### config.mk
export PLATFORM = sky130hd
export DESIGN_NAME = pmem_arbiter_n
export DESIGN_NICKNAME = d
export VERILOG_FILES = /design/src/rtl/pmem_arbiter_n.sv
export SDC_FILE = /design/constraint.sdc
export NUM_CORES = 1
export LEC_CHECK = 0
export CORE_AREA = 2 2 658 660
export DETAILED_ROUTE_END_ITERATION = 10
export DIE_AREA = 0 0 660 662
export HOLD_SLACK_MARGIN = 0.1
export SLEW_MARGIN = 10
export SYNTH_ARGS = -nofsm -noshare
export SYNTH_HDL_FRONTEND = slang
export SYNTH_SLANG_ARGS = --single-unit
export TNS_END_PERCENT = 1
### constraint.sdc
create_clock -name clk -period 20.1 [get_ports clk]
set_clock_uncertainty 0.2 [all_clocks]
set_input_delay 4.02 -clock clk [delete_from_list [all_inputs] [get_ports clk]]
set_output_delay 4.02 -clock clk [all_outputs]
set_load 0.03 [all_outputs]
### src/rtl/pmem_arbiter_n.sv
// -----------------------------------------------------------------------------
// pmem_arbiter_n
//
// Serialises line reads and writes from NUM_CH requester channels onto a
// single physical-memory port. Besides plain arbitration it provides:
//   * a selectable grant policy (fixed priority or round robin),
//   * read-after-write ordering: a read never overtakes a pending write to
//     the same line,
//   * read merging: every channel reading the granted line when the
//     transaction completes is answered by the same memory read.
//
// Optional feature macro:
//   PMEM_ARB_RR_EN  defined   -> round-robin grant policy with a pointer
//                   undefined -> fixed priority, channel 0 highest
//
// Parameters:
//   NUM_CH  number of requester channels
//   LINE_W  line width in bits (power of two, >= 64)
//   ADDR_W  byte address width
//
// Ports:
//   clk           clock, rising edge
//   reset         asynchronous active-high reset
//   req_read      per-channel read request, held until req_resp
//   req_write     per-channel write request, held until req_resp
//   req_addr      channel i address in [i*ADDR_W +: ADDR_W]
//   req_wdata     channel i write line in [i*LINE_W +: LINE_W]
//   req_resp      one-cycle completion pulse per channel
//   rdata         registered read line, valid with req_resp of a read
//   pmem_read     memory read command
//   pmem_write    memory write command
//   pmem_address  registered address of the granted request
//   pmem_wdata    registered write line of the granted request
//   pmem_resp     memory completion
//   pmem_rdata    memory read line
// -----------------------------------------------------------------------------
module pmem_arbiter_n #(
  parameter int NUM_CH = 3,
  parameter int LINE_W = 256,
  parameter int ADDR_W = 32
) (
  input  logic                     clk,
  input  logic                     reset,
  input  logic [NUM_CH-1:0]        req_read,
  input  logic [NUM_CH-1:0]        req_write,
  input  logic [NUM_CH*ADDR_W-1:0] req_addr,
  input  logic [NUM_CH*LINE_W-1:0] req_wdata,
  output logic [NUM_CH-1:0]        req_resp,
  output logic [LINE_W-1:0]        rdata,
  output logic                     pmem_read,
  output logic                     pmem_write,
  output logic [ADDR_W-1:0]        pmem_address,
  output logic [LINE_W-1:0]        pmem_wdata,
  input  logic                     pmem_resp,
  input  logic [LINE_W-1:0]        pmem_rdata
);

  // Byte-offset bits inside a line; addresses match on the bits above them.
  localparam int OFF    = $clog2(LINE_W / 8);
  localparam int LINE_A = ADDR_W - OFF;
  localparam int CH_W   = (NUM_CH > 1) ? $clog2(NUM_CH) : 1;

  typedef enum logic [2:0] {
    ST_IDLE,
    ST_GRANT,
    ST_READ,
    ST_WRITE,
    ST_FINISH
  } state_t;

  state_t state_reg;
  state_t state_next;

  // Latched grant: channel index and whether it is a write.
  logic [CH_W-1:0] grant_ch_reg;
  logic            grant_write_reg;

  // Per-channel views of the packed request buses.
  logic [ADDR_W-1:0] ch_addr  [NUM_CH];
  logic [LINE_W-1:0] ch_wdata [NUM_CH];
  logic [LINE_A-1:0] ch_line  [NUM_CH];

  logic [NUM_CH-1:0] req_any;
  logic [NUM_CH-1:0] haz_vec;    // writes to the policy winner's line
  logic [NUM_CH-1:0] merge_hit;  // reads to the granted line
  logic [NUM_CH-1:0] grant_oh;

  logic [CH_W-1:0]   pick_ch;    // policy winner before hazard override
  logic [CH_W-1:0]   win_ch;     // final winner
  logic [LINE_A-1:0] pick_line;

  assign req_any = req_read | req_write;

  // ---------------------------------------------------------------------------
  // Channel unpacking and line comparisons
  // ---------------------------------------------------------------------------
  generate
    for (genvar gi = 0; gi < NUM_CH; gi++) begin : g_ch
      assign ch_addr[gi]  = req_addr[gi*ADDR_W +: ADDR_W];
      assign ch_wdata[gi] = req_wdata[gi*LINE_W +: LINE_W];
      assign ch_line[gi]  = ch_addr[gi][ADDR_W-1:OFF];

      assign haz_vec[gi]   = req_write[gi] && (ch_line[gi] == pick_line);
      // pmem_address holds the granted address from READ onwards, so it is
      // the reference line for merging in FINISH.
      assign merge_hit[gi] = req_read[gi] &&
                             (ch_line[gi] == pmem_address[ADDR_W-1:OFF]);
      assign grant_oh[gi]  = (grant_ch_reg == CH_W'(gi));
    end
  endgenerate

  assign pick_line = ch_line[pick_ch];

  // ---------------------------------------------------------------------------
  // Grant policy
  // ---------------------------------------------------------------------------
`ifdef PMEM_ARB_RR_EN
  // Holds the channel where the next search starts, i.e. one past the last
  // granted channel. Reset value 0 makes channel 0 the first candidate.
  logic [CH_W-1:0] rr_ptr_reg;

  always_comb begin : p_policy_rr
    int   cand;
    logic found;
    pick_ch = '0;
    found   = 1'b0;
    cand    = 0;
    for (int k = 0; k < NUM_CH; k++) begin
      cand = int'(rr_ptr_reg) + k;
      if (cand >= NUM_CH) begin
        cand = cand - NUM_CH;
      end
      if (!found && req_any[cand]) begin
        pick_ch = CH_W'(cand);
        found   = 1'b1;
      end
    end
  end

  // The pointer follows the latched grant, so a hazard override moves it
  // to the overriding write channel.
  always_ff @(posedge clk or posedge reset) begin
    if (reset) begin
      rr_ptr_reg <= '0;
    end else if (state_reg == ST_GRANT) begin
      if (grant_ch_reg == CH_W'(NUM_CH - 1)) begin
        rr_ptr_reg <= '0;
      end else begin
        rr_ptr_reg <= grant_ch_reg + CH_W'(1);
      end
    end
  end
`else
  // Fixed priority: lowest-index requesting channel.
  always_comb begin : p_policy_fixed
    pick_ch = '0;
    for (int i = NUM_CH - 1; i >= 0; i--) begin
      if (req_any[i]) begin
        pick_ch = CH_W'(i);
      end
    end
  end
`endif

  // ---------------------------------------------------------------------------
  // Read-after-write override: a read winner yields to the lowest-index
  // channel holding a write to the same line.
  // ---------------------------------------------------------------------------
  always_comb begin : p_override
    logic hz_found;
    win_ch   = pick_ch;
    hz_found = 1'b0;
    if (req_read[pick_ch]) begin
      for (int i = 0; i < NUM_CH; i++) begin
        if (!hz_found && haz_vec[i]) begin
          win_ch   = CH_W'(i);
          hz_found = 1'b1;
        end
      end
    end
  end

  // ---------------------------------------------------------------------------
  // FSM state register
  // ---------------------------------------------------------------------------
  always_ff @(posedge clk or posedge reset) begin
    if (reset) begin
      state_reg <= ST_IDLE;
    end else begin
      state_reg <= state_next;
    end
  end

  // Commands and responses are decoded from the state register so that an
  // asynchronous reset clears them in the same cycle.
  always_comb begin : p_fsm
    state_next = state_reg;
    pmem_read  = 1'b0;
    pmem_write = 1'b0;
    req_resp   = '0;
    case (state_reg)
      ST_IDLE: begin
        if (|req_any) begin
          state_next = ST_GRANT;
        end
      end
      ST_GRANT: begin
        state_next = grant_write_reg ? ST_WRITE : ST_READ;
      end
      ST_READ: begin
        pmem_read = 1'b1;
        if (pmem_resp) begin
          state_next = ST_FINISH;
        end
      end
      ST_WRITE: begin
        pmem_write = 1'b1;
        if (pmem_resp) begin
          state_next = ST_FINISH;
        end
      end
      ST_FINISH: begin
        req_resp   = grant_oh | (grant_write_reg ? '0 : merge_hit);
        state_next = ST_IDLE;
      end
      default: begin
        state_next = ST_IDLE;
      end
    endcase
  end

  // ---------------------------------------------------------------------------
  // Grant and datapath registers
  // ---------------------------------------------------------------------------
  // The winner is chosen from the IDLE-cycle requests; the command fields are
  // captured one cycle later from the latched channel, which still holds its
  // request, and then stay frozen until the next GRANT.
  always_ff @(posedge clk or posedge reset) begin
    if (reset) begin
      grant_ch_reg    <= '0;
      grant_write_reg <= 1'b0;
      pmem_address    <= '0;
      pmem_wdata      <= '0;
      rdata           <= '0;
    end else begin
      case (state_reg)
        ST_IDLE: begin
          if (|req_any) begin
            grant_ch_reg    <= win_ch;
            grant_write_reg <= req_write[win_ch];
          end
        end
        ST_GRANT: begin
          pmem_address <= ch_addr[grant_ch_reg];
          if (grant_write_reg) begin
            pmem_wdata <= ch_wdata[grant_ch_reg];
          end
        end
        ST_READ: begin
          rdata <= pmem_rdata;
        end
        default: begin
        end
      endcase
    end
  end

endmodule
---- Word level (Yosys, flattened, before mapping) ----
Cells that the tools add are included.
storage, ports and cells
  register bits after elaboration ......... 550
  logic and storage cells ................. 77
cells by class
  order comparisons ....................... 4
  eq/ne operators ......................... 14
  muxes and demuxes ....................... 32
  bitwise operators ....................... 4
  reductions and logical operators ........ 17
operator list
  cell                  count
  $bmux W256 S2         1
  $mux W256             2
  $eq A27 B27 Y1        6
  $bmux W32 S2          1
  $mux W32              2
  $bmux W27 S2          1
  $mux W27              2
  $mux W2               7
  $mux W3               4
  $mux W1               9
  $pmux W3 S3           1
  $logic_and A1 B1 Y1   8
  $eq A3 B2 Y1 const B  2
  $ge A3 B3 Y1 const B  2
  $lt A2 B3 Y1 const B  2
  $not A2 Y3            2
  $or A3 B3 Y3          2
  $reduce_and A2 Y1     3
  $bmux W1 S2           2
  $eq A3 B1 Y1 const B  1
  $eq A3 B3 Y1 const B  1
  $logic_not A3 Y1      1
  $reduce_or A3 Y1      1
  $eq A2 B1 Y1 const B  1
  6 further kinds       7

---- Logic depth before layout (Yosys ltp) ----
  depth in word-level cells ............... 22
  gate-level depth with buffers ........... 11
  mapped depth without buffers ............ 8

---- Worst setup path before layout ----
OpenSTA, ideal clock, no wires.
  path kind ............................... in2out
  start ................................... input req_addr[74]
  end ..................................... output req_resp[2]
  data arrival time ....................... 5.244 ns
  setup slack ............................. 10.636 ns
  stages .................................. 6
  path buffers ............................ 1
  path through ............................ clkbuf_1 -> xnor2_1 -> nand4_1 -> nor3_1 -> nand4_1 -> a21oi_1
on the way
  word-level cells in the longest chain between the ends .. 5
RTL lines
  what                 RTL line  RTL
  start: declaration   46        input logic [NUM_CH*ADDR_W-1:0] req_addr,
  $eq A27 B27 Y1       107       (ch_line[gi] == pmem_address[ADDR_W-1:OFF]);
  $logic_and A1 B1 Y1  106       assign merge_hit[gi] = req_read[gi] &&
  $mux W3              223       req_resp = grant_oh | (grant_write_reg ? '0 : merge_hit);
  $or A3 B3 Y3         223
  $mux W3              201       case (state_reg)
  end: declaration     48        output logic [NUM_CH-1:0] req_resp,
No other way between the ends.

---- Final worst setup path ----
  start ................................... input req_addr[38]
  end ..................................... output req_resp[1]
The elaborated chain is that of the path after synthesis.

==> metrics.md <==
| Metric | Value |
|---|---|
| Count of boundary I/O pins | `1678` |
| Cell count after synthesis | `~2800` |
| Inserted Clock Buffers | `86` |
| Crit path required time | `approximately 16000 ps` |
| Status | `finished, final reports clean` |
| Syn_nets | `between 3000 and 4000` |
| Antenna Nets Post-Route | `0` |
| Layout cells sized above 1 | `about a tenth` |
| Area contributors post-synth | `dfrtp_1 49%, mux2i_1 11%, a21oi_1 10%` |
| First-pass GRT wire length | `429000 um` |
| Peak supply drop | `roughly 0.082 mV` |
| Net Switching | `between 4 and 5 mW` |
| RD Place Congestion | `0.920` |
| Max Freq | `between 80 and 90 MHz` |
| TNS Setup | `0 ps` |
| Post-Place Cell Area | `51500 sq um` |
| Area of the multi-input gates | `roughly 13000 sq um` |
| CTS tree | `done` |
| Worst Path Buf+Inv | `2` |
| CTS clk-pin slew, worst paths | `50 ps` |
| Post-synthesis cell type count | `between 50 and 60` |
| Synthesized area per cell | `between 9 and 10 sq um` |
| Post-synthesis register bit count | `550` |
| Yosys warnings | `0` |
| Post-DP HPWL | `between 300000 and 400000 um` |
| Max cap viols | `0` |
| Total die area | `roughly 440000 sq um` |
| Uppermost layer routed | `met5` |
| Pint | `~4.4 mW` |
| Post-route DRC | `0` |
| Pin count of the biggest net entering global routing | `approximately 110` |
| H-Tree Depth | `3` |
| Area leader, netlist | `dfrtp_1` |
| Worst setup EP type | `primary output` |
| Crit Path Max Fanout | `6` |
| Final instance area | `54800 sq um` |
| Most common cell on crit path | `clkdlybuf4s50_1` |
| Remaining global-route overflow | `0` |
| Worst reg-to-reg setup slack | `between 10000 and 15000 ps` |
| DRT Pass-1 Iters | `5` |
| DR vias | `31800` |
| Crit-path max cell delay | `830 ps` |
| CP cell instances | `clkdlybuf4s50_1, xor2_1, nor4_1, nand4_1, a21oi_1, clkdlybuf4s50_1` |
| Core area | `430000 sq um` |
| Minimum clock period | `roughly 11000 ps` |
| Share of Yosys cell area claimed by the top area cell type | `roughly half` |
| Cell depth of the worst setup path | `6` |
| WL met1 | `about 130000 um` |
| Netlist Area Pre-Place | `about 28000 sq um` |
| CTS Sinks | `550` |
| Dominant synthesized flop cell | `dfrtp_1` |
| Static Leak | `between 15 and 20 nW` |
| Worst-case clock buffer depth | `4` |
| Final Power | `just under 9 mW` |
| Crit path kind | `input port to primary output` |
| Area Overhead vs Synth | `96.6%` |
| CP arrival | `7090 ps` |
| Combinational power share | `around 58%` |
| Total GRT Usage | `between 10% and 20%` |
| Clk pwr share | `roughly a fifth` |
| Most frequent cells in the layout | `1672 x clkdlybuf4s50_1, 576 x a21oi_1, 572 x nor2_1, 548 x dfrtp_1, 296 x mux2i_1` |
| Largest registers | `pmem_wdata (256), rdata (256), pmem_address (32)` |
| Crit path launch | `req_addr[38]` |
| Die W | `660 um` |
| Worst setup SP type | `input port` |
| Post_cts resized | `0` |
| Post-synth EDFFs | `0` |
| Initial antenna violation count | `~480` |
| Sequential Power Share | `a little under a quarter` |
| Min-delay worst type | `flop to flop` |
| Starting Density | `about 6.5%` |
| Number of DRC markers in iteration 0 | `approximately 2700` |
| Register area | `about 14000 sq um` |
| Asr flop ratio synth | `between 90% and 100%` |
| Post-synthesis sequential area ratio | `roughly 49%` |
| Clock Latency Late Sink | `around 800 ps` |
| Vias in the first global route | `slightly below 30000` |
| Final Hold Fails | `0` |
| PortBufs | `~1700` |
| CP max stage cell | `nor4_1` |
| Sw Ratio | `between 40% and 50%` |
| Metal3 WL | `approximately 46000 um` |
| R2R Path End | `pmem_wdata[116]` |
| RR Startpoint | `state_reg[0]` |
| Filler cell count in the final layout | `between 40000 and 50000` |
| Unrepaired setup endpoints after global routing | `no` |
| DR WL/cell | `35.5 um` |
| R2R depth | `8` |
| Top delay family on crit path | `buffers and inverters` |
| Pwr/cell area | `between 150 and 200 nW/um^2` |
| Setup Fix Bufs, Post-CTS | `0` |
| Pins over their slew limit | `0` |
| Most common cell after layout, fill and taps aside | `clkdlybuf4s50_1` |
| Final wirelength | `between 300000 and 400000 um` |
| CP endpoint | `req_resp[1]` |
| Vias/cell | `3.07` |
| Nets | `~5500` |
| Root Buffer | `clkbuf_16` |
| Slew margin rel. | `18.6%` |
| Period utilization | `56.3%` |
| Die height | `between 600 and 700 um` |
| Final setup violation count | `0` |
| # hold bufs at CTS | `0` |
| Worst Tran Pin Value | `about 1200 ps` |
| Site Rows | `roughly 240` |
| Routed wl met2 | `roughly 170000 um` |
[power groups by stage]
| stage | Sequential [mW] | Combinational (mW) | Clock [mW] |
|---|---|---|---|
| 2_1_floorplan | 3.04 | 1.41 | 0 |
| 3_3_place_gp | 2.07 | 5.22 | 0 |
| 3_5_place_dp | 2.08 | 5.23 | 0 |
| 4_1_cts | 2.07 | 5.25 | 1.72 |
| 5_1_grt | 2.14 | 5.33 | 1.74 |
| 6_report | 2.07 | 5.07 | 1.64 |
[cells by family (layout without fill, tap and decap cells)]
logic type	Yosys count	after routing	synth area share, %
multiplexers	555	555	21.1
flip-flops	550	550	49.4
buffers and inverters	236	1908	3.25
other	0	167	0
AND/OR/NAND/NOR	667	667	9.74
XOR/XNOR	109	109	3.43
AO/OA/AOI/OAI	676	676	13.1
[through the flow]
step / cells / utilization, % / setup slack (ps) / hold slack [ps]
after CTS: 10200 / 12.6 / 8890 / 307
after floorplan: 2793 / - / 503 / 408
after global placement: 10000 / 12.0 / 8830 / 289
final: 10300 / 12.7 / 8790 / 303
after detailed placement: 10000 / 12.0 / 8890 / 294
after global routing: 10300 / 12.7 / 8820 / 318
[metal layers]
metal  track usage, %  vias to the layer above
met5                0                        -
met4             7.75                      300
met3             8.61                     1019
met2             27.0                     2102
met1             16.3                    15100
li1                 -                    13200
[layout make-up]
class | instances | area share, %
multi-input combinational | 2007 | 24.2
sequential | 550 | 25.1
clock buffer | 112 | 4.40
inverter | 29 | 0.212
clock inverter | 38 | 0.852
timing repair buffer | 1729 | 31.4
antenna | 167 | 0.763
tap | 5710 | 13.0
[cells in the mapped netlist (all sizes together) (2+ instances only)]
| master | n |
|---|---|
| o41ai | 2 |
| nand2b | 3 |
| a221oi | 4 |
| nor2b | 4 |
| o22ai | 10 |
| dfrtp | 550 |
| a22oi | 2 |
| o221a | 2 |
| nor2 | 573 |
| clkbuf | 165 |
| xnor2 | 69 |
| a221o | 8 |
| nand3b | 3 |
| nand2 | 12 |
| a21oi | 577 |
| nand4 | 21 |
| a31oi | 5 |
| or2 | 3 |
| o21ai | 22 |
| o221ai | 17 |
| inv | 29 |
| nor3b | 3 |
| o21a | 10 |
| o2111ai | 2 |
| a2111o | 2 |
| nand3 | 16 |
| xor2 | 40 |
| nor3 | 10 |
| mux2 | 256 |
| nor4 | 15 |
| o31ai | 2 |
| buf | 42 |
| a211oi | 2 |
| mux2i | 299 |
[how the worst min path moves through the flow]
stage / from / end / cells past startpoint
3_3_place_gp: rdata[129] / rdata[129] / 1
2_1_floorplan: grant_write_reg / grant_write_reg / 2
4_1_cts: rdata[118] / rdata[118] / 1
5_1_grt: rdata[88] / rdata[88] / 1
6_report: rdata[118] / rdata[118] / 1
3_5_place_dp: rdata[0] / rdata[0] / 1
[worst reg2reg max path: cells and delay by family, from the launching register on]
kind                   cells  cell delay [ps]
flip-flops                 1              460
AO/OA/AOI/OAI              1              310
buffers and inverters      5             3340
AND/OR/NAND/NOR            2              760
Note: power is estimated with default switching activity, not from simulation.
